[src/rtl/router_pkg.sv]
// Shared definitions for the router ingress FSM: port count, address width and state encodings.
package router_pkg;

    localparam int unsigned NUM_PORTS = 3;
    localparam int unsigned ADDR_W    = 2;

    localparam logic [ADDR_W-1:0] ADDR_INVALID = 2'b11;

    typedef enum logic [2:0] {
        ST_DA  = 3'd0,
        ST_LFD = 3'd1,
        ST_LD  = 3'd2,
        ST_FFS = 3'd3,
        ST_LAF = 3'd4,
        ST_LP  = 3'd5,
        ST_CPE = 3'd6,
        ST_WTE = 3'd7
    } state_e;

    // Header destinations at or above the port count are dropped in DA.
    function automatic logic addr_valid(input logic [ADDR_W-1:0] addr);
        return 32'(addr) < NUM_PORTS;
    endfunction

endpackage

[src/rtl/router_fsm.sv]
// Packet-ingress control FSM of the 1x3 router: sequences header, payload and parity loading,
// stalls on FIFO full, waits for a busy destination and honours per-port soft resets.
module router_fsm
    import router_pkg::*;
(
    input  logic                 clock,
    input  logic                 resetn,
    input  logic                 pkt_valid,
    input  logic [ADDR_W-1:0]    data_in,
    input  logic                 fifo_full,
    input  logic [NUM_PORTS-1:0] fifo_empty,
    input  logic [NUM_PORTS-1:0] soft_reset,
    input  logic                 parity_done,
    input  logic                 low_pkt_valid,
    output logic [ADDR_W-1:0]    addr_q,
    output logic                 detect_add,
    output logic                 lfd_state,
    output logic                 ld_state,
    output logic                 laf_state,
    output logic                 full_state,
    output logic                 write_enb_reg,
    output logic                 rst_int_reg,
    output logic                 busy
);

    state_e            state_q, state_d;
    logic [ADDR_W-1:0] addr_d;

    always_comb begin
        state_d = state_q;
        addr_d  = addr_q;
        unique case (state_q)
            ST_DA: begin
                if (pkt_valid && addr_valid(data_in)) begin
                    addr_d  = data_in;
                    state_d = fifo_empty[data_in] ? ST_LFD : ST_WTE;
                end
            end
            ST_WTE:  if (fifo_empty[addr_q]) state_d = ST_LFD;
            ST_LFD:  state_d = ST_LD;
            ST_LD: begin
                if (fifo_full)       state_d = ST_FFS;
                else if (!pkt_valid) state_d = ST_LP;
            end
            ST_FFS:  if (!fifo_full) state_d = ST_LAF;
            ST_LAF: begin
                if (parity_done)        state_d = ST_DA;
                else if (low_pkt_valid) state_d = ST_LP;
                else                    state_d = ST_LD;
            end
            ST_LP:   state_d = ST_CPE;
            ST_CPE:  state_d = fifo_full ? ST_FFS : ST_DA;
        endcase
        // A timeout on the in-flight destination aborts the packet from any active state.
        if (state_q != ST_DA && soft_reset[addr_q]) state_d = ST_DA;
    end

    always_ff @(posedge clock or negedge resetn) begin
        if (!resetn) begin
            state_q <= ST_DA;
            addr_q  <= '0;
        end else begin
            state_q <= state_d;
            addr_q  <= addr_d;
        end
    end

    assign detect_add    = (state_q == ST_DA);
    assign lfd_state     = (state_q == ST_LFD);
    assign ld_state      = (state_q == ST_LD);
    assign laf_state     = (state_q == ST_LAF);
    assign full_state    = (state_q == ST_FFS);
    assign rst_int_reg   = (state_q == ST_CPE);
    assign write_enb_reg = ld_state | laf_state | (state_q == ST_LP);
    assign busy          = !(detect_add | ld_state);

endmodule

[config.mk]
export PLATFORM = sky130hd
export DESIGN_NAME = router_fsm
export DESIGN_NICKNAME = d
export VERILOG_FILES = /design/src/rtl/router_pkg.sv /design/src/rtl/router_fsm.sv
export SDC_FILE = /design/constraint.sdc
export NUM_CORES = 1
export LEC_CHECK = 0
export ABC_AREA = 1
export CAP_MARGIN = 20
export CORE_MARGIN = 2
export CORE_UTILIZATION = 41
export CTS_CLUSTER_DIAMETER = 200
export DETAILED_ROUTE_END_ITERATION = 10
export PLACE_DENSITY = 0.84
export SYNTH_ARGS = -nofsm -noshare
export SYNTH_HDL_FRONTEND = slang
export SYNTH_SLANG_ARGS = --single-unit
[constraint.sdc]
create_clock -name clock -period 1.52 [get_ports clock]
set_input_delay 0.304 -clock clock [delete_from_list [all_inputs] [get_ports clock]]
set_output_delay 0.304 -clock clock [all_outputs]
set_load 0.01 [all_outputs]
* Word-level counts from Yosys, hierarchy flattened
Index checks and enable logic that the tools add are counted.
** Word-level totals
- Flip-flop bits (word level) :: 5
- Input bits :: 14
- Output and inout port bits :: 10
- Word-level logic and storage cells :: 43
** Cells by class
- Order comparisons :: 3
- Equality and inequality tests :: 11
- Muxes and demuxes :: 17
- Bitwise logic cells :: 3
- Reduce and logical (&&, ||, !) cells :: 7
** Operators by type and width (count)
- two-way mux 3 bit :: 9
- case mux 3 bit (8 select lines) :: 1
- equality test 3 bit, second input constant :: 4
- binary-select mux 1 bit (select 2 bit) :: 3
- equality test 3 x 2 -> 1 bit, second input constant :: 2
- < comparator 2 x 3 -> 1 bit, second input constant :: 2
- != test 4 x 3 -> 1 bit, second input constant :: 1
- AND reduction 4 bit :: 1
- equality test 3 x 1 -> 1 bit, second input constant :: 1
- zero test 3 bit :: 1
- two-way mux 1 bit :: 3
- != test 3 x 1 -> 1 bit, second input constant :: 1
- != test 3 x 2 -> 1 bit, second input constant :: 1
- != test 3 bit, second input constant :: 1
- OR 1 bit :: 3
- nonzero test 3 bit :: 1
- logical AND 1 bit :: 2
- < comparator 2 bit, second input constant :: 1
- two-way mux 2 bit :: 1
- AND reduction 2 bit :: 1
- zero test 1 bit :: 1

* Longest topological paths before layout
- Depth after elaboration :: 6
- Mapped depth :: 10
- Depth with buffers taken out :: 9

* Worst setup path before layout
Ideal clock, no wire load.
- Path kind :: register to register
- Start :: register state_q[0]
- End :: register state_q[0]
- Library setup time :: 117 ps
- Arrival :: 1156 ps
- Required time :: 1403 ps
- Slack :: 248 ps
- Stages on the path, launching flop included :: 9
- Path buffers :: 0
- Clock period less this slack :: 1272 ps
- Cells stage by stage :: dfrtp_1 -> inv_2 -> nand2_2 -> nor2_2 -> nand3_1 -> nand3_4 -> nand2_2 -> nand2_1 -> nand2_1
** On the way
- Elaborated cells on any way between the ends :: 17
- Those cells by class :: 11 x eq/ne; 2 x mux; 4 x reduce/logical
** RTL lines
- start: declaration :: RTL line router_fsm.sv:26 : state_e state_q, state_d;
- start signal: assignment :: RTL line router_fsm.sv:63 : state_q <= state_d;
- equality test 3 x 2 -> 1 bit (*)
- named net ld_state :: RTL line router_fsm.sv:18 : output logic ld_state,
- case mux 3 bit (8 select lines) / != test 4 x 3 -> 1 bit (equally long branches)
- two-way mux 3 bit / AND reduction 4 bit (equally long branches)
The timed path passes the listed nets; every way through them passes the cells marked *.
A chain may end at the register's enable or synchronous reset.

* Worst setup path in the final report
- Start :: register state_q[1]
- End :: output busy
** On the way
- Word-level cells in the longest chain between the ends :: 3
- Elaborated cells on any way between the ends :: 4
- Those cells by class :: 1 x eq/ne; 1 x bitwise; 2 x reduce/logical
** Ends and longest elaborated chain
- equality test 3 x 2 -> 1 bit / zero test 3 bit (equally long branches) :: RTL line router_fsm.sv:70, router_fsm.sv:68
- OR 1 bit (*) :: RTL line router_fsm.sv:75 : assign busy = !(detect_add | ld_state);
- zero test 1 bit (*) :: RTL line router_fsm.sv:75
- end: declaration :: RTL line router_fsm.sv:23 : output logic busy
Mark *: on every way between the ends. The rest lies on a longest branch, timed or not.

==> results.env <==
PLACEMENTROWS=13
FIN_SKEW_PS=0.942
GLOBAL_ROUTE_WIRE_LENGTH_BEFORE_REPAIR_UM=3140
SYNTHESIS.YOSYS.WARNINGS=0
POST_DP_CELL_AREA_UM2=893
FINAL_CELL_AREA_UM2=1080
FLOW.AREA_GROWTH_FROM_SYNTHESIS_PCT=83.0
YS_TYPES=19
FLOORPLAN.IO_PINS=24
GRT_UTIL_ALL_LAYERS=0.228
GLOBALROUTE.TOTALOVERFLOW=0
FMAXACHIEVABLE_GHz=0.650
RSZ_0062_RAISED_AFTER_GLOBAL_ROUTING='true'
CP_DATA_ARRIVAL_TIME_PS=1230
CLOCK_SINK_COUNT=5
IO_BUFFER_COUNT=23
CLOCK_LATENCY_PS=240
FLOORPLAN.INITIALDENSITY=0.446
HOLD_VIOL_FINAL=0
DRT.ANTENNA.VIOLATING_NETS=0
POST-DP-HPWL_UM=1280
WORSTSETUPPATHTYPE='reg -> out'
SYNTH_SEQ_CELLS=5
FINAL_NET_COUNT=162
ANTENNA_FOUND_INITIAL=0
POST_ROUTE_FRACTION_OF_THE_PERIOD_CONSUMED_BY_THE_CRITICAL_PATH=1.01
DRV_CAP=0
GRT_START_MAX_NET_PINS=7
POSTSYNTHCELLCOUNT=100
TIMING.CRITICAL_PATH.REQUIRED_PS=1220
DRT-WIRELENGTH-PER-CELL_UM=13.9
FILL_CELLS=79
WHS_PS=296
PATH_CLK_SLEW_PS=40
CTSHOLDBUFFERS=0
CTS_TREE='done'
LAYOUT_MIN_CYCLE_TIME_PS=1540
N_ANTENNA_CELL=0
FIRST_PASS_ITERS=4
FAILING_CHECKS='setup timing'
WORST_HOLD_PATH_TYPE='in -> async'
VDD_IR_DROP_MAX_V=0.00134
DIE_H_UM=41.9
DETAIL_ROUTE.WIRELENGTH_UM=2260
DRC=0
CTS-BUFFERS-INSERTED=3
WORST_PIN_SLEW_PS=252
AVGVIACOUNTPERCELL=4.99
CTS-HTREE-LEVELS=1
SYNTH_NETS=114
NETLIST_AREA_UM2=588
SYN-MEAN-INSTANCE-AREA_UM2=5.88
STARTPOINT_TYPE='flip-flop'
SYNTH_AREA_LEADER_CELL='sky130_fd_sc_hd__dfrtp_1'
RUN_STATUS='complete, but fails checks'
FINALWEIGHTEDCONGESTION=0.794
FINAL_MAX_SLEW_VIOL_COUNT=0
TIMING.FINAL.WS_SETUP_PS=-18.3
POWER.STATIC_LEAKAGE_uW=0.000598
POWER_DENSITY_nW_PER_UM2=2080
GRT_PASS1_VIAS=728
ROOT_BUFFER='sky130_fd_sc_hd__clkbuf_4'
DR.FIRST_ITER.DRC_COUNT=31
DIE_X_UM=41.9
REG_TO_REG_SETUP_TIMING_SLACK_PS=50
NETLIST_TOP_CELLS_AREA='sky130_fd_sc_hd__dfrtp_1 21%, sky130_fd_sc_hd__nand2_1 18%, sky130_fd_sc_hd__inv_1 11%'
SETUP_VIOL=2
FIN_UTIL=0.817
CP_MAX_FANOUT=4
DESIGN.CORE.AREA_UM2=1320
CTS_MAX_PATH_BUFFERS=2
SYNTHDOMINANTCELLAREASHARE=0.213
SYNTH_SEQUENTIAL_AREA_RATIO=0.213
LAYOUT-DRIVE-GT1-SHARE=0.367
DIE_AREA_UM2=1750
MAX_SLEW_MARGIN=0.831
WORST_SETUP_PATH_END_KIND='output port'
ROUTE.VIAS.TOTAL=808
-- where the power goes --
part / internal, uW / switching (uW) / total, uW
registers: 207 / 83.6 / 291
clock network: 98.9 / 49.1 / 148
logic: 850 / 946 / 1800
-- cell families after synthesis --
| kind of cell | synth area share |
|---|---|
| AO/OA/AOI/OAI | 0.0553 |
| AND/OR/NAND/NOR | 0.579 |
| flip-flops | 0.213 |
| buffers and inverters | 0.153 |
-- cells in the mapped netlist --
master	count
sky130_fd_sc_hd__nor2_2	4
sky130_fd_sc_hd__nand2_4	1
sky130_fd_sc_hd__nand3_4	1
sky130_fd_sc_hd__nand3_1	11
sky130_fd_sc_hd__nand4_1	1
sky130_fd_sc_hd__nand3_2	1
sky130_fd_sc_hd__a21oi_1	1
sky130_fd_sc_hd__nor3_1	2
sky130_fd_sc_hd__nand2_2	4
sky130_fd_sc_hd__nor2_1	11
sky130_fd_sc_hd__a21boi_0	1
sky130_fd_sc_hd__nor2_4	3
sky130_fd_sc_hd__o21ai_0	4
sky130_fd_sc_hd__inv_1	18
sky130_fd_sc_hd__inv_2	2
sky130_fd_sc_hd__clkinv_1	1
sky130_fd_sc_hd__nand2_1	28
sky130_fd_sc_hd__buf_6	1
sky130_fd_sc_hd__dfrtp_1	5
-- worst paths after layout --
check,from,endpoint,cells after the start
worst min register to register,addr_q[1],addr_q[1],2
worst max-delay path,state_q[1],busy,6
max in group asynchronous,resetn,state_q[1],1
worst min-delay path,resetn,state_q[0],1
min in group clock,addr_q[1],addr_q[1],2
worst max register to register,state_q[1],addr_q[0],7
-- area by class of cell --
cell class,instances,area (um2),area share
Timing Repair Buffer,44,403,0.374
Inverter,21,88.8,0.0826
Sequential cell,5,128,0.119
Multi-Input combinational cell,73,412,0.383
Tap cell,15,18.8,0.0174
Clock buffer,4,26.3,0.0244
-- sequential cells by signal, indices dropped and copies added, names as in the netlist --
| name | count |
|---|---|
| addr_q | 2 |
| state_q | 3 |
-- through the flow --
stage / power [uW] / setup WS (ps) / TNS (ps) / cells
after floorplan: 1070 / 248 / 0 / 100
after global placement: 1580 / -122 / -723 / 146
after detailed placement: 1620 / -166 / -1030 / 146
after CTS: 1910 / -1.50 / -1.50 / 159
after global routing: 2400 / -57.2 / -160 / 162
final: 2230 / -18.3 / -23.1 / 162
-- layout by cell type (no fill, tap or decap), drive strengths merged, types with 2 or more instances in the layout --
cell and n:
nand3 13, clkdlybuf4s50 14, dfrtp 5, inv 20
buf 28, o21ai 4, nand2 33, clkbuf 4
nor3 2, nor2 18
-- critical path, cell delays in order (launching register included) --
cell,delay (ps)
sky130_fd_sc_hd__dfrtp_2,430
sky130_fd_sc_hd__buf_6,130
sky130_fd_sc_hd__nor2_4,110
sky130_fd_sc_hd__nand2_4,80
sky130_fd_sc_hd__nand2_1,80
sky130_fd_sc_hd__inv_1,40
sky130_fd_sc_hd__buf_2,130
-- layer usage --
layer / GRT usage / vias to the layer above / share of wire
met5: 0 / - / 0
met4: 0.0968 / 0 / 0.019
met3: 0.0217 / 6 / 0.050
met2: 0.381 / 37 / 0.52
met1: 0.296 / 365 / 0.41
li1: - / 400 / -
-- what timing repair did --
| item | CTS | global route |
|---|---|---|
| buffers inserted | 9 | 4 |
| pin swaps | 1 | 2 |
| gates resized for setup | 39 | 16 |
| setup endpoints to repair | 8 | 10 |
Power figures use the tool's default switching activity.
